[src/rtl/wb_pkg.sv]
// wb_pkg: shared widths, write-back entry type and zero-register constant.
package wb_pkg;
    localparam int ADDR_W_DEF = 5;
    localparam int DATA_W_DEF = 32;
    localparam logic [ADDR_W_DEF-1:0] REG_ZERO = '0;
    typedef struct packed {
        logic [ADDR_W_DEF-1:0] wreg;
        logic [DATA_W_DEF-1:0] data;
    } wb_entry_t;
endpackage

[src/rtl/wb_fifo.sv]
// wb_fifo: in-order circular buffer of pending writes; per-entry valid flags
// and register fields are exposed so the owner can check for hazards.
module wb_fifo
    import wb_pkg::*;
#(
    parameter int AW    = ADDR_W_DEF,
    parameter int W     = DATA_W_DEF,
    parameter int DEPTH = 4
) (
    input  logic                    clk,
    input  logic                    rst,
    input  logic                    push,
    input  logic [AW-1:0]           push_reg,
    input  logic [W-1:0]            push_data,
    input  logic                    pop,
    output logic [AW-1:0]           head_reg,
    output logic [W-1:0]            head_data,
    output logic [DEPTH-1:0]        ent_valid,
    output logic [DEPTH*AW-1:0]     ent_regs,
    output logic [$clog2(DEPTH):0]  count
);
    localparam int PW = $clog2(DEPTH);
    localparam int CW = PW + 1;
    logic [AW-1:0]    reg_q  [DEPTH];
    logic [AW-1:0]    reg_d  [DEPTH];
    logic [W-1:0]     data_q [DEPTH];
    logic [W-1:0]     data_d [DEPTH];
    logic [DEPTH-1:0] valid_q, valid_d;
    logic [PW-1:0]    wr_q, wr_d, rd_q, rd_d;
    logic [CW-1:0]    count_q, count_d;
    always_comb begin
        reg_d   = reg_q;
        data_d  = data_q;
        valid_d = valid_q;
        wr_d    = wr_q;
        rd_d    = rd_q;
        if (pop) begin
            valid_d[rd_q] = 1'b0;
            rd_d          = rd_q + 1'b1;
        end
        if (push) begin
            reg_d[wr_q]   = push_reg;
            data_d[wr_q]  = push_data;
            valid_d[wr_q] = 1'b1;
            wr_d          = wr_q + 1'b1;
        end
        count_d = count_q + CW'(push) - CW'(pop);
    end
    always_ff @(posedge clk) begin
        reg_q  <= reg_d;
        data_q <= data_d;
        if (rst) begin
            valid_q <= '0;
            wr_q    <= '0;
            rd_q    <= '0;
            count_q <= '0;
        end else begin
            valid_q <= valid_d;
            wr_q    <= wr_d;
            rd_q    <= rd_d;
            count_q <= count_d;
        end
    end
    for (genvar i = 0; i < DEPTH; i++) begin : g_regs
        assign ent_regs[i*AW +: AW] = reg_q[i];
    end
    assign head_reg  = reg_q[rd_q];
    assign head_data = data_q[rd_q];
    assign ent_valid = valid_q;
    assign count     = count_q;
endmodule

[src/rtl/regfile_wb_arbiter.sv]
// regfile_wb_arbiter: merges the ALU and long-latency result streams onto the
// single register-file write port and reports hazards on still-pending writes.
module regfile_wb_arbiter
    import wb_pkg::*;
#(
    parameter int width     = DATA_W_DEF,
    parameter int AddrWidth = ADDR_W_DEF,
    parameter int DEPTH     = 4
) (
    input  logic                   clk,
    input  logic                   rst,
    input  logic                   src0_valid,
    input  logic [AddrWidth-1:0]   src0_reg,
    input  logic [width-1:0]       src0_data,
    input  logic                   src1_valid,
    output logic                   src1_ready,
    input  logic [AddrWidth-1:0]   src1_reg,
    input  logic [width-1:0]       src1_data,
    output logic                   RegWrite,
    output logic [AddrWidth-1:0]   writeReg,
    output logic [width-1:0]       writeData,
    input  logic [AddrWidth-1:0]   chk_reg_a,
    input  logic [AddrWidth-1:0]   chk_reg_b,
    output logic                   hazard_a,
    output logic                   hazard_b,
    output logic [$clog2(DEPTH):0] pend_count
);
    localparam int CW = $clog2(DEPTH) + 1;
    localparam logic [AddrWidth-1:0] ZERO = AddrWidth'(REG_ZERO);
    logic                   reg_write_q, reg_write_d;
    logic [AddrWidth-1:0]   write_reg_q, write_reg_d;
    logic [width-1:0]       write_data_q, write_data_d;
    logic                   push, pop, bypass, empty;
    logic [AddrWidth-1:0]   head_reg, sel_reg;
    logic [width-1:0]       head_data, sel_data;
    logic [DEPTH-1:0]       fifo_valid;
    logic [DEPTH*AddrWidth-1:0] fifo_regs;
    wb_fifo #(.AW(AddrWidth), .W(width), .DEPTH(DEPTH)) u_fifo (
        .clk       (clk),
        .rst       (rst),
        .push      (push),
        .push_reg  (src1_reg),
        .push_data (src1_data),
        .pop       (pop),
        .head_reg  (head_reg),
        .head_data (head_data),
        .ent_valid (fifo_valid),
        .ent_regs  (fifo_regs),
        .count     (pend_count)
    );
    function automatic logic pending(input logic [AddrWidth-1:0] r, input logic we,
                                     input logic [AddrWidth-1:0] wr, input logic [DEPTH-1:0] v,
                                     input logic [DEPTH*AddrWidth-1:0] regs);
        pending = we && wr == r;
        for (int i = 0; i < DEPTH; i++)
            pending |= v[i] && regs[i*AddrWidth +: AddrWidth] == r;
        pending &= r != ZERO;
    endfunction
    // Zero-register transfers still claim their slot but never write or queue.
    always_comb begin
        empty        = pend_count == '0;
        src1_ready   = pend_count != CW'(DEPTH);
        bypass       = !src0_valid && empty && src1_valid;
        pop          = !src0_valid && !empty;
        push         = src1_valid && src1_ready && !bypass && src1_reg != ZERO;
        sel_reg      = src0_valid ? src0_reg : pop ? head_reg : src1_reg;
        sel_data     = src0_valid ? src0_data : pop ? head_data : src1_data;
        reg_write_d  = src0_valid ? src0_reg != ZERO : pop ? 1'b1 : bypass && src1_reg != ZERO;
        write_reg_d  = reg_write_d ? sel_reg : write_reg_q;
        write_data_d = reg_write_d ? sel_data : write_data_q;
        hazard_a     = pending(chk_reg_a, reg_write_q, write_reg_q, fifo_valid, fifo_regs);
        hazard_b     = pending(chk_reg_b, reg_write_q, write_reg_q, fifo_valid, fifo_regs);
    end
    always_ff @(posedge clk) begin
        if (rst) begin
            reg_write_q  <= 1'b0;
            write_reg_q  <= '0;
            write_data_q <= '0;
        end else begin
            reg_write_q  <= reg_write_d;
            write_reg_q  <= write_reg_d;
            write_data_q <= write_data_d;
        end
    end
    assign RegWrite  = reg_write_q;
    assign writeReg  = write_reg_q;
    assign writeData = write_data_q;
endmodule

[config.mk]
export PLATFORM = sky130hd
export DESIGN_NAME = regfile_wb_arbiter
export DESIGN_NICKNAME = d
export VERILOG_FILES = /design/src/rtl/wb_pkg.sv /design/src/rtl/wb_fifo.sv /design/src/rtl/regfile_wb_arbiter.sv
export SDC_FILE = /design/constraint.sdc
export NUM_CORES = 1
export LEC_CHECK = 0
export ABC_CLOCK_PERIOD_IN_PS = 4019
export CORE_ASPECT_RATIO = 0.8
export CORE_UTILIZATION = 30
export DETAILED_ROUTE_END_ITERATION = 10
export PLACE_DENSITY = 0.61
export SYNTH_ARGS = -nofsm -noshare
export SYNTH_HDL_FRONTEND = slang
export SYNTH_SLANG_ARGS = --single-unit
[constraint.sdc]
create_clock -name clk -period 4.02 [get_ports clk]
set_input_delay 0.804 -clock clk [delete_from_list [all_inputs] [get_ports clk]]
set_output_delay 0.804 -clock clk [all_outputs]
set_load 0.05 [all_outputs]
==> results.sh, run 1 <==
export IMPL_die_y_microns=151
export IMPL_dr_pass1_iters=7
export IMPL_dr_total_vias=5181
export IMPL_grt_ovfl_total=0
export IMPL_worst_slew_pin_slew_ns=0.901
export IMPL_dieArea_sq_um=28400
export IMPL_synth_commonest_cells="edfxtp_1 (148), dfxtp_1 (49), nor2_1 (49), xor2_1 (41)"
export IMPL_grt_start_max_net_pins=54
export IMPL_wire_per_inst_microns=20.3
export IMPL_synthArstFlopShare_pct=0
export IMPL_cts_hold_buf=0
export IMPL_ys_types=30
export IMPL_yosys_warnings=0
export IMPL_fin_crit_ns=3.38
export IMPL_rsz0062_at_grt="false"
export IMPL_wl_microns=20900
export IMPL_fp_dieW_microns=188
export IMPL_final_antenna_net_count=0
export IMPL_grt_util_all_layers_pct=15.3
export IMPL_antenna_found_initial=2
export IMPL_syn_instance_count=526
export IMPL_syn_area_sq_um=8300
export IMPL_h_tree_depth=4
export IMPL_dp_slack_ns=0.681
export IMPL_yosys_area_top_type_share_pct=53.5
export IMPL_synth_area_per_cell_sq_um=15.8
export IMPL_start_util_pct=30.5
export IMPL_first_iter_violations=455
export IMPL_ys_ff_latch=197
export IMPL_cts_root_buf="clkbuf_16"
export IMPL_status="finished clean"
export IMPL_timing_fmax_mhz=296
export IMPL_yosys_area_top_type="edfxtp_1"
export IMPL_maxCapViolCount=0
export IMPL_ios=132
export IMPL_critPathLaunchType="input port"
export IMPL_via_per_inst=5.04
export IMPL_clock_skew_ns=0.0125
export IMPL_synth_edf_count=148
export IMPL_clk_path_buf_depth=2
export IMPL_syn_num_nets=625
export IMPL_numCtsBuffers=17
export IMPL_crit_path_max_fanout=6
export IMPL_final_nets=749
export IMPL_grt_pass1_wl_microns=31900
export IMPL_place_congestion=0.875
export IMPL_r2r_slack_ns=1.60
export IMPL_layout_drive_gt1_share_pct=15.8
export IMPL_cts_tree="done"
export IMPL_route_detailed_drc=0
export IMPL_dp_hpwl_microns=13700
export IMPL_ir_worst_vdd_uv=379
export IMPL_hold_violations=0
export IMPL_worst_setup_path_end_kind="output pin"
export IMPL_path_clk_slew_ns=0.07
export IMPL_row_count=54
export IMPL_cts_resized=0
export IMPL_hold_class="reg2reg"
export IMPL_area_growth_pct=28.2
export IMPL_cts_sinks=197
export IMPL_slew_viol_final=0
export IMPL_max_slew_margin_pct=39.9
export IMPL_powerDensity_nw_per_um2=621
export IMPL_numPortBuffers=131
export IMPL_grt_pass1_vias=5170
export IMPL_diodes=0
export IMPL_min_period_over_period_pct=84.1
export IMPL_post_synth_top_count_cell="edfxtp_1"
export IMPL_ys_top_cells_by_area="edfxtp_1 (54%), dfxtp_1 (12%), mux4_2 (10%)"
export IMPL_finalSetupViolCount=0
export IMPL_p_leak_nw=3.53
export IMPL_core_area_sq_um=27200
export IMPL_insertion_delay_ns=0.43
export IMPL_setup_ws_ns=0.639
export IMPL_crit_arrival_ns=2.58
export IMPL_setup_tns_final_ns=0
export IMPL_worstPathRequired_ns=3.22
export IMPL_ys_flop_type="edfxtp_1"
export IMPL_cts_setup_buffers=0
export IMPL_yosysSeqAreaShare_pct=65.3
export IMPL_path_class="in2out"
## flip-flops by register name, summed over array words and instances, names as in the netlist
signal	cells
RegWrite	1
u_fifo.count	3
u_fifo.data_q	128
u_fifo.ent_regs	20
u_fifo.ent_valid	4
u_fifo.rd_q	2
u_fifo.wr_q	2
writeData	32
writeReg	5
## critical path, stage by stage
cell,delay (ns)
clkdlybuf4s50_1,0.59
xor2_1,0.22
nor4_1,0.35
nand3_1,0.13
nand2_1,0.11
o22a_1,0.16
buf_4,0.20
## power breakdown
part / switching [W] / total (W) / leakage, nW / internal [W]
Combinational: 0.00121 / 0.00208 / 1.47 / 0.000873
Clock: 0.000856 / 0.00176 / 0.302 / 0.000908
Sequential: 0.000237 / 0.00276 / 1.76 / 0.00252
## metrics by stage
stage                     hold WS, ns  total power, W  utilization, %  area [sq um]  cells
after floorplan                 0.486         0.00417               -          8300    526
after global placement          0.488         0.00490            36.8         10000    995
after detailed placement        0.494         0.00491            36.8         10000    995
after CTS                       0.506         0.00669            39.1         10600   1027
after global routing            0.528         0.00693            39.1         10600   1027
final                           0.499         0.00661            39.1         10600   1027
## cells by family (layout without fill, tap and decap cells)
family	after synthesis	after routing	share of synthesized area, %
compound gates	82	82	8.83
xor+xnor	54	54	5.70
fa+ha+maj	11	11	1.75
buf+inv	52	189	3.07
flops	197	197	65.3
mux	39	39	10.3
simple gates	91	91	5.03
## layout by cell type, fill, tap and decap left out, drive strengths merged, types with 2 or more instances in the layout
cell type	count
nand3	12
or4	3
clkinv	7
xor2	41
nor4	12
inv	14
o22a	2
a222oi	37
clkbuf	17
ha	10
nand2	7
nor2	49
a211oi	37
nor2b	2
xnor2	13
mux4	37
and2	4
clkdlybuf4s50	127
edfxtp	148
a22oi	4
buf	22
dfxtp	49
mux2i	2
## worst paths after layout
check                      start            to  depth (start not counted)
setup / recovery    chk_reg_b[3]      hazard_b                          7
hold reg to reg     writeData[1]  writeData[1]                          2
setup reg to reg  u_fifo.rd_q[0]   writeReg[3]                          4
hold / removal      writeData[1]  writeData[1]                          2
## layout make-up
class	count	area [sq um]
sequential	197	5430
multi-input combinational	277	2660
clock inverter	15	203
inverter	8	30.0
timing repair buffer	149	1440
clock buffer	17	425
fill	2530	16600
tap	364	455
## layer usage
metal	GRT usage (%)	vias to the layer above	part of all wire [%]
li1	-	2362	-
met1	21.9	2589	48
met2	22.7	210	43
met3	4.31	18	7.2
met4	3.58	2	0.96
met5	0	-	0.062
Note: power is estimated with default switching activity, not from simulation.
==> run 2, diff against run 1 <==
--- a/config.mk
+++ b/config.mk
@@ -5,7 +5,7 @@
 export SDC_FILE = /design/constraint.sdc
 export NUM_CORES = 1
 export LEC_CHECK = 0
-export ABC_CLOCK_PERIOD_IN_PS = 4019
+export ABC_CLOCK_PERIOD_IN_PS = 3200
 export CORE_ASPECT_RATIO = 0.8
 export CORE_UTILIZATION = 30
 export DETAILED_ROUTE_END_ITERATION = 10
==> constraint.sdc (replaced) <==
create_clock -name clk -period 3.2 [get_ports clk]
set_input_delay 0.64 -clock clk [delete_from_list [all_inputs] [get_ports clk]]
set_output_delay 0.64 -clock clk [all_outputs]
set_load 0.05 [all_outputs]
==> results.sh, run 2 (same netlist as run 1, synthesis figures left out) <==
export IMPL_hp_start="writeData[1]"
export IMPL_route_met3_wl_microns=1620
export IMPL_first_iter_violations=536
export IMPL_largest_register="u_fifo.data_q"
export IMPL_worst_setup_path_end_kind="output pin"
export IMPL_worstPathRequired_ns=2.56
export IMPL_cts_hold_buf=0
export IMPL_insertion_delay_ns=0.45
export IMPL_critPathLaunchType="input port"
export IMPL_start_util_pct=30.5
export IMPL_timing_fmax_mhz=332
export IMPL_fin_crit_ns=3.01
export IMPL_path_class="in2out"
export IMPL_cts_setup_buffers=0
export IMPL_met2WireLength_microns=9030
export IMPL_dr_total_vias=5236
export IMPL_final_antenna_net_count=0
export IMPL_worst_slew_pin_slew_ns=0.832
export IMPL_fp_dieW_microns=188
export IMPL_path_delay_family="buffers and inverters"
export IMPL_maxCapViolCount=0
export IMPL_grt_start_max_net_pins=44
export IMPL_cts_tree="done"
export IMPL_holdPathStages=2
export IMPL_fin_hold_ws_ns=0.502
export IMPL_grt_pass1_vias=5166
export IMPL_wl_microns=20400
export IMPL_crit_path_max_fanout=6
export IMPL_top_layer_used="met5"
export IMPL_largest_reg_flops=128
export IMPL_crit_path_frequent_cell="nand3_1"
export IMPL_numPortBuffers=131
export IMPL_layout_commonest_cell="edfxtp_1"
export IMPL_r2r_slack_ns=0.88
export IMPL_numCtsBuffers=17
export IMPL_hold_class="reg2reg"
export IMPL_hold_path_endpoint="writeData[1]"
export IMPL_die_y_microns=151
export IMPL_dp_hpwl_microns=13100
export IMPL_worst_path_largest_cell_delay_ns=0.58
export IMPL_fin_cells=1030
export IMPL_antenna_found_initial=2
export IMPL_r2r_end="u_fifo.data_q[123]"
export IMPL_dieArea_sq_um=28400
export IMPL_path_clk_slew_ns=0.07
export IMPL_layout_drive_gt1_share_pct=16.1
export IMPL_slew_viol_final=0
export IMPL_min_period_over_period_pct=94.1
export IMPL_grt_pass1_wl_microns=31200
export IMPL_h_tree_depth=4
export IMPL_ir_worst_vdd_uv=459
export IMPL_grt_util_all_layers_pct=14.9
export IMPL_reg2reg_from="u_fifo.count[1]"
export IMPL_wl_met1_microns=9540
export IMPL_via_per_inst=5.08
export IMPL_critPathSlowestCell="clkdlybuf4s50_1"
export IMPL_dr_pass1_iters=9
export IMPL_max_slew_margin_pct=44.6
export IMPL_placed_area_sq_um=10100
export IMPL_hold_violations=0
export IMPL_status="finished clean"
export IMPL_final_cell_mix="edfxtp_1 (148), clkdlybuf4s50_1 (127), nor2_1 (48)"
export IMPL_wire_per_inst_microns=19.8
export IMPL_cp_num_buf_inv=2
export IMPL_place_congestion=0.859
export IMPL_grt_ovfl_total=0
export IMPL_ios=132
export IMPL_cts_root_buf="clkbuf_16"
export IMPL_clock_skew_ns=0.0197
export IMPL_dp_slack_ns=0.0474
export IMPL_dp_cells=998
export IMPL_path_cells="clkdlybuf4s50_1, xor2_1, nor4_1, nand3_1, nand3_1, o22a_1, buf_12"
export IMPL_ff2ff_path_depth=6
export IMPL_setup_ws_ns=0.188
export IMPL_crit_arrival_ns=2.37
export IMPL_rsz0062_at_grt="false"
export IMPL_setup_tns_final_ns=0
export IMPL_powerDensity_nw_per_um2=775
export IMPL_row_count=54
export IMPL_diodes=0
export IMPL_clk_path_buf_depth=2
export IMPL_final_cell_area_sq_um=10800
export IMPL_core_area_sq_um=27200
export IMPL_final_nets=752
export IMPL_area_growth_pct=29.5
export IMPL_p_leak_nw=3.56
export IMPL_cts_resized=0
export IMPL_cts_sinks=197
export IMPL_finalSetupViolCount=0
export IMPL_route_detailed_drc=0
export IMPL_fillCellCount=2480
run 2: cell types whose count changed in the layout (fill, tap and decap cells not counted), moves of 2 or more:
cell / delta
buf_12: +8
buf_4: -5
clkinv_8: -3
inv_6: +2
run 2: worst max-delay path by stage:
stage                    startpoint            endpoint  slack, ns  cells past startpoint
floorplan           u_fifo.count[1]  u_fifo.data_q[100]      0.003                      5
global placement        src1_reg[4]  u_fifo.data_q[125]       0.05                      7
detailed placement      src1_reg[4]  u_fifo.ent_regs[2]       0.05                      7
CTS                    chk_reg_a[3]            hazard_a       0.20                      7
global route           chk_reg_a[3]            hazard_a       0.11                      7
finish                 chk_reg_a[3]            hazard_a       0.19                      7
run 2: per-layer routing:
metal	GRT usage, %	up-vias
met1	21.2	2629
met2	22.4	216
met3	4.24	19
met4	3.46	4
li1	-	2368
met5	0	-
run 2: cell type report:
class                      count  area (sq um)  share of cell area [%]
clock inverter                14           185                    1.72
inverter                       8          30.0                   0.279
sequential                   197          5430                    50.5
clock buffer                  18           429                    3.99
timing repair buffer         152          1570                    14.6
tap                          364           455                    4.24
multi-input combinational    277          2660                    24.7
run 2: report_power, final:
| group | internal [W] | switching (W) |
|---|---|---|
| clock | 0.00119 | 0.00102 |
| combinational | 0.00114 | 0.00154 |
| sequential | 0.00317 | 0.000267 |
run 2: tightest hold or removal path: stages (launching register included):
cell and delay [ns]:
dfxtp_1 0.31, nor2_1 0.09, a211oi_1 0.05
run 2: per-stage QoR:
stage	power, W	utilization, %
6_report	0.00833	39.5
2_1_floorplan	0.00524	-
3_3_place_gp	0.00619	37.2
4_1_cts	0.00844	39.5
5_1_grt	0.00873	39.5
3_5_place_dp	0.00621	37.2
